File: src/rtl/mem_copy_engine.sv
// mem_copy_engine: DMA-style word copier on the data memory port.
// Copies word_count 32-bit words from src_addr to dst_addr, one READ cycle
// followed by one WRITE cycle per word, strictly forward. Misaligned
// requests are rejected with a one-cycle error pulse.
module mem_copy_engine #(
  parameter int COUNT_WIDTH = 16
) (
  input  logic                   clk,
  input  logic                   reset,
  input  logic                   start,
  input  logic [31:0]            src_addr,
  input  logic [31:0]            dst_addr,
  input  logic [COUNT_WIDTH-1:0] word_count,
  output logic                   busy,
  output logic                   done,
  output logic                   error,
  output logic [31:0]            mem_address,
  output logic                   mem_write_enable,
  output logic [31:0]            mem_write_data,
  input  logic [31:0]            mem_read_data
);

  typedef enum logic [2:0] {
    S_IDLE  = 3'd0,
    S_READ  = 3'd1,
    S_WRITE = 3'd2,
    S_DONE  = 3'd3,
    S_ERR   = 3'd4
  } state_t;

  state_t                 r_state;
  logic [31:0]            r_src_ptr;
  logic [31:0]            r_dst_ptr;
  logic [COUNT_WIDTH-1:0] r_remaining;
  logic [31:0]            r_data_latch;
  logic                   r_busy;
  logic                   r_done;
  logic                   r_error;

  logic w_misaligned;
  assign w_misaligned = (src_addr[1:0] != 2'b00) || (dst_addr[1:0] != 2'b00);

  // Control FSM: owns pointers, counter, data latch and the status flags,
  // which are set alongside the state they describe.
  always_ff @(posedge clk) begin
    if (reset) begin
      r_state      <= S_IDLE;
      r_src_ptr    <= '0;
      r_dst_ptr    <= '0;
      r_remaining  <= '0;
      r_data_latch <= '0;
      r_busy       <= 1'b0;
      r_done       <= 1'b0;
      r_error      <= 1'b0;
    end else begin
      r_done  <= 1'b0;
      r_error <= 1'b0;
      case (r_state)
        S_IDLE: begin
          if (start) begin
            r_busy <= 1'b1;
            if (w_misaligned) begin
              // Reject without latching anything.
              r_state <= S_ERR;
              r_error <= 1'b1;
            end else if (word_count == '0) begin
              r_state <= S_DONE;
              r_done  <= 1'b1;
            end else begin
              r_src_ptr   <= src_addr;
              r_dst_ptr   <= dst_addr;
              r_remaining <= word_count;
              r_state     <= S_READ;
            end
          end
        end
        S_READ: begin
          r_data_latch <= mem_read_data;
          r_state      <= S_WRITE;
        end
        S_WRITE: begin
          // Pointers wrap silently at 2^32.
          r_src_ptr   <= r_src_ptr + 32'd4;
          r_dst_ptr   <= r_dst_ptr + 32'd4;
          r_remaining <= r_remaining - 1'b1;
          if (r_remaining == COUNT_WIDTH'(1)) begin
            r_state <= S_DONE;
            r_done  <= 1'b1;
          end else begin
            r_state <= S_READ;
          end
        end
        S_DONE, S_ERR: begin
          r_state <= S_IDLE;
          r_busy  <= 1'b0;
        end
        default: begin
          r_state <= S_IDLE;
          r_busy  <= 1'b0;
        end
      endcase
    end
  end

  // Memory port decode: address and strobe follow state combinationally
  // so the memory sees the write on the edge that leaves WRITE.
  always_comb begin
    mem_address      = 32'd0;
    mem_write_enable = 1'b0;
    case (r_state)
      S_READ:  mem_address = r_src_ptr;
      S_WRITE: begin
        mem_address      = r_dst_ptr;
        mem_write_enable = 1'b1;
      end
      default: mem_address = 32'd0;
    endcase
  end

  assign mem_write_data = r_data_latch;
  assign busy           = r_busy;
  assign done           = r_done;
  assign error          = r_error;

endmodule
File: config.mk
export PLATFORM = sky130hd
export DESIGN_NAME = mem_copy_engine
export DESIGN_NICKNAME = d
export VERILOG_FILES = /design/src/rtl/mem_copy_engine.sv
export SDC_FILE = /design/constraint.sdc
export NUM_CORES = 1
export LEC_CHECK = 0
export BUFFER_PORTS_ARGS = -buffer_cell sky130_fd_sc_hd__clkbuf_2
export CORE_UTILIZATION = 47
export DETAILED_ROUTE_END_ITERATION = 8
export PLACE_DENSITY = 0.77
export SLEW_MARGIN = 20
export SYNTH_ARGS = -nofsm -noshare
export SYNTH_HDL_FRONTEND = slang
export SYNTH_SLANG_ARGS = --single-unit
File: constraint.sdc
create_clock -name clk -period 1.9 [get_ports clk]
set_input_delay 0.285 -clock clk [delete_from_list [all_inputs] [get_ports clk]]
set_output_delay 0.285 -clock clk [all_outputs]
set_load 0.1 [all_outputs]
* Word-level counts from Yosys, hierarchy flattened
Index checks and enable logic that the tools add are counted.
Word-level totals: bits in registers 118, input port bits 115, output and inout port bits 68, word-level logic and storage cells 57
Cells by class: add/subtract/negate cells 3, equal/unequal tests 6, multiplexer cells 27, bitwise gates (word level) 3, reduce and logical (&&, ||, !) cells 10
Operator list (count):
- two-way mux 32 bit | 6
- case mux 32 bit (2 select lines) | 3
- adder 32 x 3 -> 32 bit (second input constant) | 2
- two-way mux 16 bit | 3
- case mux 16 bit (2 select lines) | 1
- == test 16 x 1 -> 1 bit (second input constant) | 1
- zero test 16 bit | 1
- subtractor 16 x 1 -> 16 bit (second input constant) | 1
- case mux 3 bit (3 select lines) | 1
- two-way mux 1 bit | 7
- two-way mux 3 bit | 2
- != test 2 bit (second input constant) | 3
- nonzero test 2 bit | 3
- two-way mux 2 bit | 2
- case mux 1 bit (2 select lines) | 2
- AND reduction 4 bit | 1
- == test 3 x 1 -> 1 bit (second input constant) | 1
- == test 3 x 2 -> 1 bit (second input constant) | 1
- zero test 3 bit | 1
- inverter 1 bit | 3
- OR reduction 3 bit | 1
- AND reduction 2 bit | 1
- OR reduction 2 bit | 1
- logical OR 1 bit | 1

* Longest topological paths before layout
Gate-level depths: netlist (run 1).
word-level depth 5, gate-level depth with buffers 9

* Worst setup path before layout (run 1)
Ideal clock, no wire load.
path type reg-to-output, from reg r_state[0], to out mem_address[17], arrival 3.283 ns, required time 1.615 ns, setup slack -1.668 ns, cell stages (with the launch flop) 9, path buffers 3, cells stage by stage dfxtp_1 > nor2_1 > nand2_1 > inv_2 > buf_2 > clkbuf_1 > clkbuf_1 > nand2_1 > o21ai_0
On the way: word-level cells in the longest chain between the ends 2, elaborated cells on any way between the ends 3
RTL lines:
- from (decl) | RTL line 31 | state_t r_state;
- from (signal assigned) | RTL line 47 | r_state <= S_IDLE;
- from (signal assigned) | RTL line 64 | r_state <= S_ERR;
- from (signal assigned) | RTL line 67 | r_state <= S_DONE;
- == test 3 x 2 -> 1 bit or == test 3 x 1 -> 1 bit (tied branches) | RTL line 110 | case (r_state)
- case mux 32 bit (2 select lines) * | RTL line 110
- to (decl) | RTL line 17 | output logic [31:0] mem_address,
Every way passes the cells marked *; elsewhere a longest branch is shown, timed or not.

* Worst setup path after layout (run 1)
from reg r_state[2], to out mem_address[2]
Same word-level chain as after synthesis.

==> results of run 1 <==
final timing paths:
kind,end,slack (ns)
hold / removal,mem_write_data[10],0.08
hold reg to reg,mem_write_data[25],0.45
setup reg to reg,r_dst_ptr[25],-0.07
setup / recovery,mem_address[2],-0.18
logic make-up after synthesis:
group           Yosys count  share of synthesized area, %
compound gates          228                          25.6
fa+ha+maj                 4                         0.822
xor+xnor                  9                          1.30
mux                       1                         0.164
flops                   118                          38.8
buf+inv                  69                          4.48
simple gates            353                          28.9
cell usage after synthesis (3+ instances only):
cell | number | area (µm²)
dfxtp_1 | 118 | 2360
nand2_1 | 114 | 428
a21oi_1 | 61 | 305
nor2_1 | 56 | 210
clkbuf_1 | 44 | 165
nor3_1 | 40 | 200
nand3_1 | 37 | 185
a22o_1 | 26 | 228
o21ai_0 | 26 | 130
nand4_1 | 22 | 138
a31oi_1 | 18 | 113
a211oi_1 | 16 | 120
nor4_1 | 14 | 87.6
and2_1 | 13 | 81.3
and3_1 | 12 | 75.1
inv_1 | 12 | 45.0
o211ai_1 | 12 | 90.1
a2111oi_0 | 10 | 87.6
buf_2 | 10 | 50.1
or3_1 | 10 | 62.6
and4_1 | 9 | 78.8
a2bb2oi_1 | 8 | 70.1
a311oi_1 | 8 | 70.1
a221oi_1 | 7 | 61.3
nand3b_1 | 7 | 52.6
o21bai_1 | 6 | 45.0
o22ai_1 | 6 | 37.5
xnor2_1 | 6 | 52.6
o311ai_0 | 5 | 43.8
a22oi_1 | 4 | 30.0
ha_1 | 4 | 50.1
nor3_2 | 4 | 40.0
a32oi_1 | 3 | 26.3
nand2b_1 | 3 | 18.8
xor2_1 | 3 | 26.3
final cells by class:
type | count | area, µm² | area share (%)
clock inverter | 11 | 173 | 1.71
sequential | 118 | 2370 | 23.4
inverter | 13 | 53.8 | 0.532
tap | 172 | 215 | 2.13
timing repair buffer | 330 | 2850 | 28.2
multi-input combinational | 596 | 3980 | 39.4
clock buffer | 21 | 470 | 4.65
power by group through the flow:
stage                     combinational, µW  clock, µW  sequential (µW)
after floorplan                         240          0             2690
after global placement                  599          0             2630
after detailed placement                609          0             2630
after CTS                               639       3510             2580
after global routing                    733       3650             2590
final                                   695       3530             2590
worst register-to-register path: stages, from the launching register on:
cell      delay [ns]
dfxtp_2         0.34
nor2_4          0.13
nand2_4         0.08
clkinv_4        0.07
buf_12          0.11
nand4_1         0.17
buf_4           0.20
or3_4           0.40
o211ai_1        0.20
a31oi_1         0.12
per-stage QoR:
stage                     setup TNS, ns  hold WS [ns]  setup slack (ns)
after floorplan                  -0.625         0.421            -0.208
after global placement            -1.60         0.441            -0.144
after detailed placement          -2.50         0.445            -0.243
after CTS                         -3.49        0.0637            -0.142
after global routing              -6.09        0.0792            -0.212
final                             -4.35        0.0778            -0.183
routing by layer:
layer	GRT usage (%)	up-vias	wire, µm
li1	-	3533	-
met3	7.32	147	2410
met1	42.5	3630	9730
met2	54.2	602	12000
met5	0	-	0
met4	21.0	0	1360
state kept, by name (all words and copies together), names as in the netlist:
register,cells
mem_write_data,32
r_dst_ptr,32
r_src_ptr,32
r_remaining,16
r_state,3
busy,1
done,1
error,1
timing repair:
item	4_1_cts	5_1_grt
cloned	5	2
resized for setup	37	55
setup buffers	14	17
setup endpoints to repair	43	88
endpoints found under the hold margin	0	0
pin swaps	8	39
==> key figures, run 1 <==
Outcome
  • Status: complete, but fails checks
  • Failing checks: negative setup slack

Worst hold path
  • Min-delay src: mem_read_data[10]
  • Hold crit path type: primary input to flip-flop
  • Hold Crit Depth: 3

Floorplan
  • FP Rows: 41
  • Die width: 116 µm
  • Die Height: 116 µm
  • Initial Util: roughly half
  • Die area: 0.0134 mm²
  • Io pins: 183
  • Core ar.: 0.0126 mm²

Synth
  • Synth Cell Area: 0.00609 mm²
  • Synth Flop Type: dfxtp_1
  • Flops & latches, synth: 118
  • Ys Warns: 0
  • Syn avg cell area: roughly 7.8 µm²
  • Post-synthesis cell count: 782
  • Post-synth EDFFs: 0
  • Seq/Total Area, Yosys: 38.8%
  • Async SR Flop Fraction: 0%
  • Syn Nets: 901
  • Cell variety after synth: 55

Job
  • MaxCap Viol Count: 0

Power and ir drop
  • Lkg Pwr: roughly 0.0041 µW
  • Net Switching: around 1700 µW
  • PD cells: 673 mW/mm²
  • Total Power: 6810 µW
  • Clk pwr share: between 50% and 60%
  • Comb power frac: 10.2%
  • Switching share of power: 24.6%
  • Internal power: 5130 µW
  • Peak VDD IR: 0.000673 V
  • Seq pwr share: 38.0%

Setup path
  • CP top delay family: buffers and inverters
  • CP bufs+invs: 4
  • CP startpoint kind: flip-flop
  • Critical-path cell list: buf_6 -> nor2_4 -> and2_4 -> buf_12 -> buf_16 -> a22o_4 -> buf_12
  • Crit path largest cell delay: 0.36 ns
  • CP max FO: 5
  • Most used cell, CP: buf_12
  • Critical Path Sink Type: primary output
  • R2R cell count: 9
  • CP Launch Point: r_state[2]
  • Crit path required time: 1.62 ns
  • Worst R2R Start: r_state[0]
  • Crit-path slowest cell: dfxtp_2
  • Crit Path Class: flip-flop to primary output
  • Worst Path Arrival: 1.80 ns
  • Cell count along the critical path: 7

Finish
  • Share of cells above drive strength 1: 40.8%
  • Post-Layout Cell Count: between 1000 and 1500
  • Commonest non-fill, non-tap cells in the layout: clkbuf_2 (148), buf_4 (120), dfxtp_1 (110)
  • Fillers: 745
  • Area growth, synth to finish: 66.2%
  • Post-Route Utilization: 80.2%
  • Final layout net count: 1195
  • Commonest non-fill, non-tap cell in the layout: clkbuf_2
  • Ant. Diodes: 0
  • Layout Cell Area excl Fill: 0.0101 mm²

Timing
  • Clk_skew: roughly 0.0086 ns
  • Final Hold Fails: 0
  • Measured slew at the worst slew-check pin: between 0.5 and 0.6 ns
  • Final Worst Setup Slack: -0.183 ns
  • Final slew viol count: 0
  • Setup violations, final: 41
  • Slew HR: 63.4%
  • Highest Clock Rate: between 0.4 and 0.5 GHz
  • Final period util: 110%
  • RSZ-0062 raised after global routing: true
  • Tmin final: 2.08 ns

Global routing
  • First-pass GRT wire length: 35100 µm
  • Initial antenna violation count: 0
  • Vias in the first global route: 6947
  • Largest net degree at the start of global routing: 40
  • GRT Total Usage: 34.2%
  • Overflow after GRT: 0

Clock tree
  • CTS max path bufs: 2
  • CTS tree: done
  • Hold buffers post-CTS: 0
  • Clock slew at the register clock pins of the worst setup and hold paths: 0.06 ns
  • Clock sinks: 118
  • Total CTS buffers: 17
  • H-Tree Depth: 4
  • Clk_lat worst skew: 0.43 ns
  • Clock root cell: clkbuf_16

Routing
  • Avg Vias per Cell: approximately 6.3
  • DRC: 0
  • 1st-pass router iterations: 5
  • Antenna Nets Post-Route: 0
  • Routed wire length: 25500 µm
  • 1st-iter DRT viols: 1139
  • DR vias: roughly 7900
  • Routed WL per cell: between 20 and 25 µm

Place
  • Routability Congestion: 0.876
  • Post-DP HPWL: 15000 µm
  • Post-DP Area: 0.00872 mm²
  • Dpl cells: ~1200
  • PortBufs: 182
Power figures use the tool's default switching activity.
==> run 2: changes to the inputs <==
--- a/config.mk
+++ b/config.mk
@@ -6,9 +6,8 @@
 export NUM_CORES = 1
 export LEC_CHECK = 0
 export BUFFER_PORTS_ARGS = -buffer_cell sky130_fd_sc_hd__clkbuf_2
-export CORE_UTILIZATION = 47
+export CORE_UTILIZATION = 30
 export DETAILED_ROUTE_END_ITERATION = 8
-export PLACE_DENSITY = 0.77
 export SLEW_MARGIN = 20
 export SYNTH_ARGS = -nofsm -noshare
 export SYNTH_HDL_FRONTEND = slang
==> constraint.sdc (replaced) <==
create_clock -name clk -period 2.6 [get_ports clk]
set_input_delay 0.39 -clock clk [delete_from_list [all_inputs] [get_ports clk]]
set_output_delay 0.39 -clock clk [all_outputs]
set_load 0.1 [all_outputs]
==> key figures, run 2 (synthesized netlist as in run 1, its figures left out) <==
Routing
  • DRC: 0 (unchanged)
  • Antenna Nets Post-Route: 0 (unchanged)
  • 1st-iter DRT viols: 461 (-60%)
  • Routed wire length: 20800 µm (-19%)
  • Avg Vias per Cell: 5.41 (-14%)
  • 1st-pass router iterations: 5 (unchanged)
  • Routed WL per cell: 16.9 µm (-16%)
  • DR vias: 6633 (-16%)

Global routing
  • Largest net degree at the start of global routing: 64 (+60%)
  • GRT Total Usage: 19.7% (-14 points)
  • Initial antenna violation count: 0 (unchanged)
  • Vias in the first global route: 5869 (-16%)
  • First-pass GRT wire length: 31800 µm (-9.6%)
  • Overflow after GRT: 0 (unchanged)

Clock tree
  • H-Tree Depth: 4 (unchanged)
  • Clock root cell: clkbuf_16
  • Post-CTS Setup Bufs: 0 (-14)
  • CTS tree: done
  • CTS max path bufs: 2 (unchanged)
  • Hold buffers post-CTS: 0 (unchanged)
  • Post-CTS sizing: 0 (-100%)
  • Clock slew at the register clock pins of the worst setup and hold paths: 0.06 ns (about the same)
  • Clock sinks: 118 (unchanged)
  • Total CTS buffers: 17 (unchanged)
  • Clk_lat worst skew: 0.41 ns (-0.02 ns)

Timing
  • Measured slew at the worst slew-check pin: 0.769 ns (+0.218 ns)
  • Final period util: between 90 and 100%
  • Clk_skew: 0.00655 ns (-0.00200 ns)
  • Tmin final: 2.47 ns
  • Highest Clock Rate: roughly 0.40 GHz
  • Final Hold Slack: 0.201 ns (+0.123 ns)
  • Setup violations, final: 0 (-100%)
  • Slew HR: 48.5% (-15 points)
  • Final slew viol count: 0 (unchanged)
  • Final Hold Fails: 0 (unchanged)
  • RSZ-0062 raised after global routing: false

Finish
  • Layout Cell Area excl Fill: 0.00837 mm² (-17%)
  • Fillers: 2019 (+170%)
  • Post-Route Utilization: 42.6% (-38 points)
  • Share of cells above drive strength 1: 26.5% (-14 points)
  • Commonest non-fill, non-tap cells in the layout: clkbuf_2 (148), dfxtp_1 (117), nand2_1 (113)
  • Ant. Diodes: 0 (unchanged)
  • Final layout net count: 1069 (-11%)
  • Commonest non-fill, non-tap cell in the layout: clkbuf_2
  • Area growth, synth to finish: 37.5%

Worst hold path
  • Hold crit path type: primary input to flip-flop
  • Hold Crit Depth: 3 (unchanged)

Place
  • Post-DP HPWL: 15000 µm (-0.51%)
  • Routability Congestion: 0.829 (-5.3%)
  • Post-DP Area: 0.00783 mm² (-10%)
  • PortBufs: 182 (unchanged)

Setup path
  • Crit path required time: 2.21 ns (+0.59 ns)
  • R2R cell count: 8 (-1)
  • Reg2reg setup slack: 0.39 ns (+0.46 ns)
  • Critical Path Sink Type: primary output
  • Crit path largest cell delay: 0.35 ns (about the same)
  • Crit-path slowest cell: dfxtp_1
  • Critical-path cell list: nor2_1 -> nand2_1 -> inv_2 -> buf_4 -> a22o_1 -> buf_12
  • CP max FO: 21 (+16)
  • Crit Path Class: flip-flop to primary output
  • CP startpoint kind: flip-flop
  • Worst Path Arrival: 2.08 ns (+0.28 ns)

Floorplan
  • Core ar.: 0.0197 mm² (+56%)
  • FP Rows: 51 (+24%)
  • Initial Util: 31.0% (-17 points)
  • Die area: 0.0209 mm² (+56%)
  • Die width: 144 µm (+25%)
  • Die Height: 144 µm (+25%)
  • Io pins: 183 (unchanged)

Power and ir drop
  • Lkg Pwr: 0.00307 µW (-26%)
  • PD cells: 528 mW/mm² (-22%)
  • Peak VDD IR: 0.000388 V (-42%)

Job
  • MaxCap Viol Count: 0 (unchanged)

Outcome
  • Status: finished, final reports clean
==> run 2: worst paths after layout <==
kind | from | endpoint
worst min-delay path | mem_read_data[2] | mem_write_data[2]
worst max-delay path | r_state[0] | mem_address[7]
worst min register to register | mem_write_data[20] | mem_write_data[20]
worst max register to register | r_state[0] | r_remaining[10]
==> run 2: worst max-delay path, delay by kind of cell, from the launching register on <==
kind / cells / cell delay [ns]
AOI/OAI and AO/OA: 1 / 0.27
buffers and inverters: 3 / 0.76
DFF: 1 / 0.35
and+or+nand+nor: 2 / 0.28
==> run 2: power by group <==
part	switching, µW	internal, µW	total, µW
clock	828	1320	2140
sequential	48.5	1850	1900
combinational	226	151	378
total	1100	3320	4420
==> run 2: per-stage QoR <==
step	total power, µW	setup WS [ns]	setup TNS, ns	instances
floorplan	2140	-0.118	-0.353	782
global placement	2310	0.253	0	1196
detailed placement	2310	0.197	0	1196
CTS	4450	0.0569	0	1227
global route	4600	0.0144	0	1227
finish	4420	0.130	0	1227
==> run 2: area by class of cell <==
class                      instances  area (µm²)  share of cell area (%)
clock inverter                    11        85.1                    1.02
inverter                          13        48.8                   0.583
sequential                       118        2360                    28.2
tap                              265         332                    3.96
multi-input combinational        595        3480                    41.6
timing repair buffer             205        1610                    19.2
clock buffer                      20         447                    5.34
==> run 2: layer usage <==
metal / share of wire (%) / vias to the layer above / global-route usage, %
li1: - / 3289 / -
met1: 47 / 3097 / 27.6
met2: 45 / 225 / 30.1
met3: 5.8 / 22 / 4.04
met4: 1.7 / 0 / 6.32
met5: 0 / - / 0
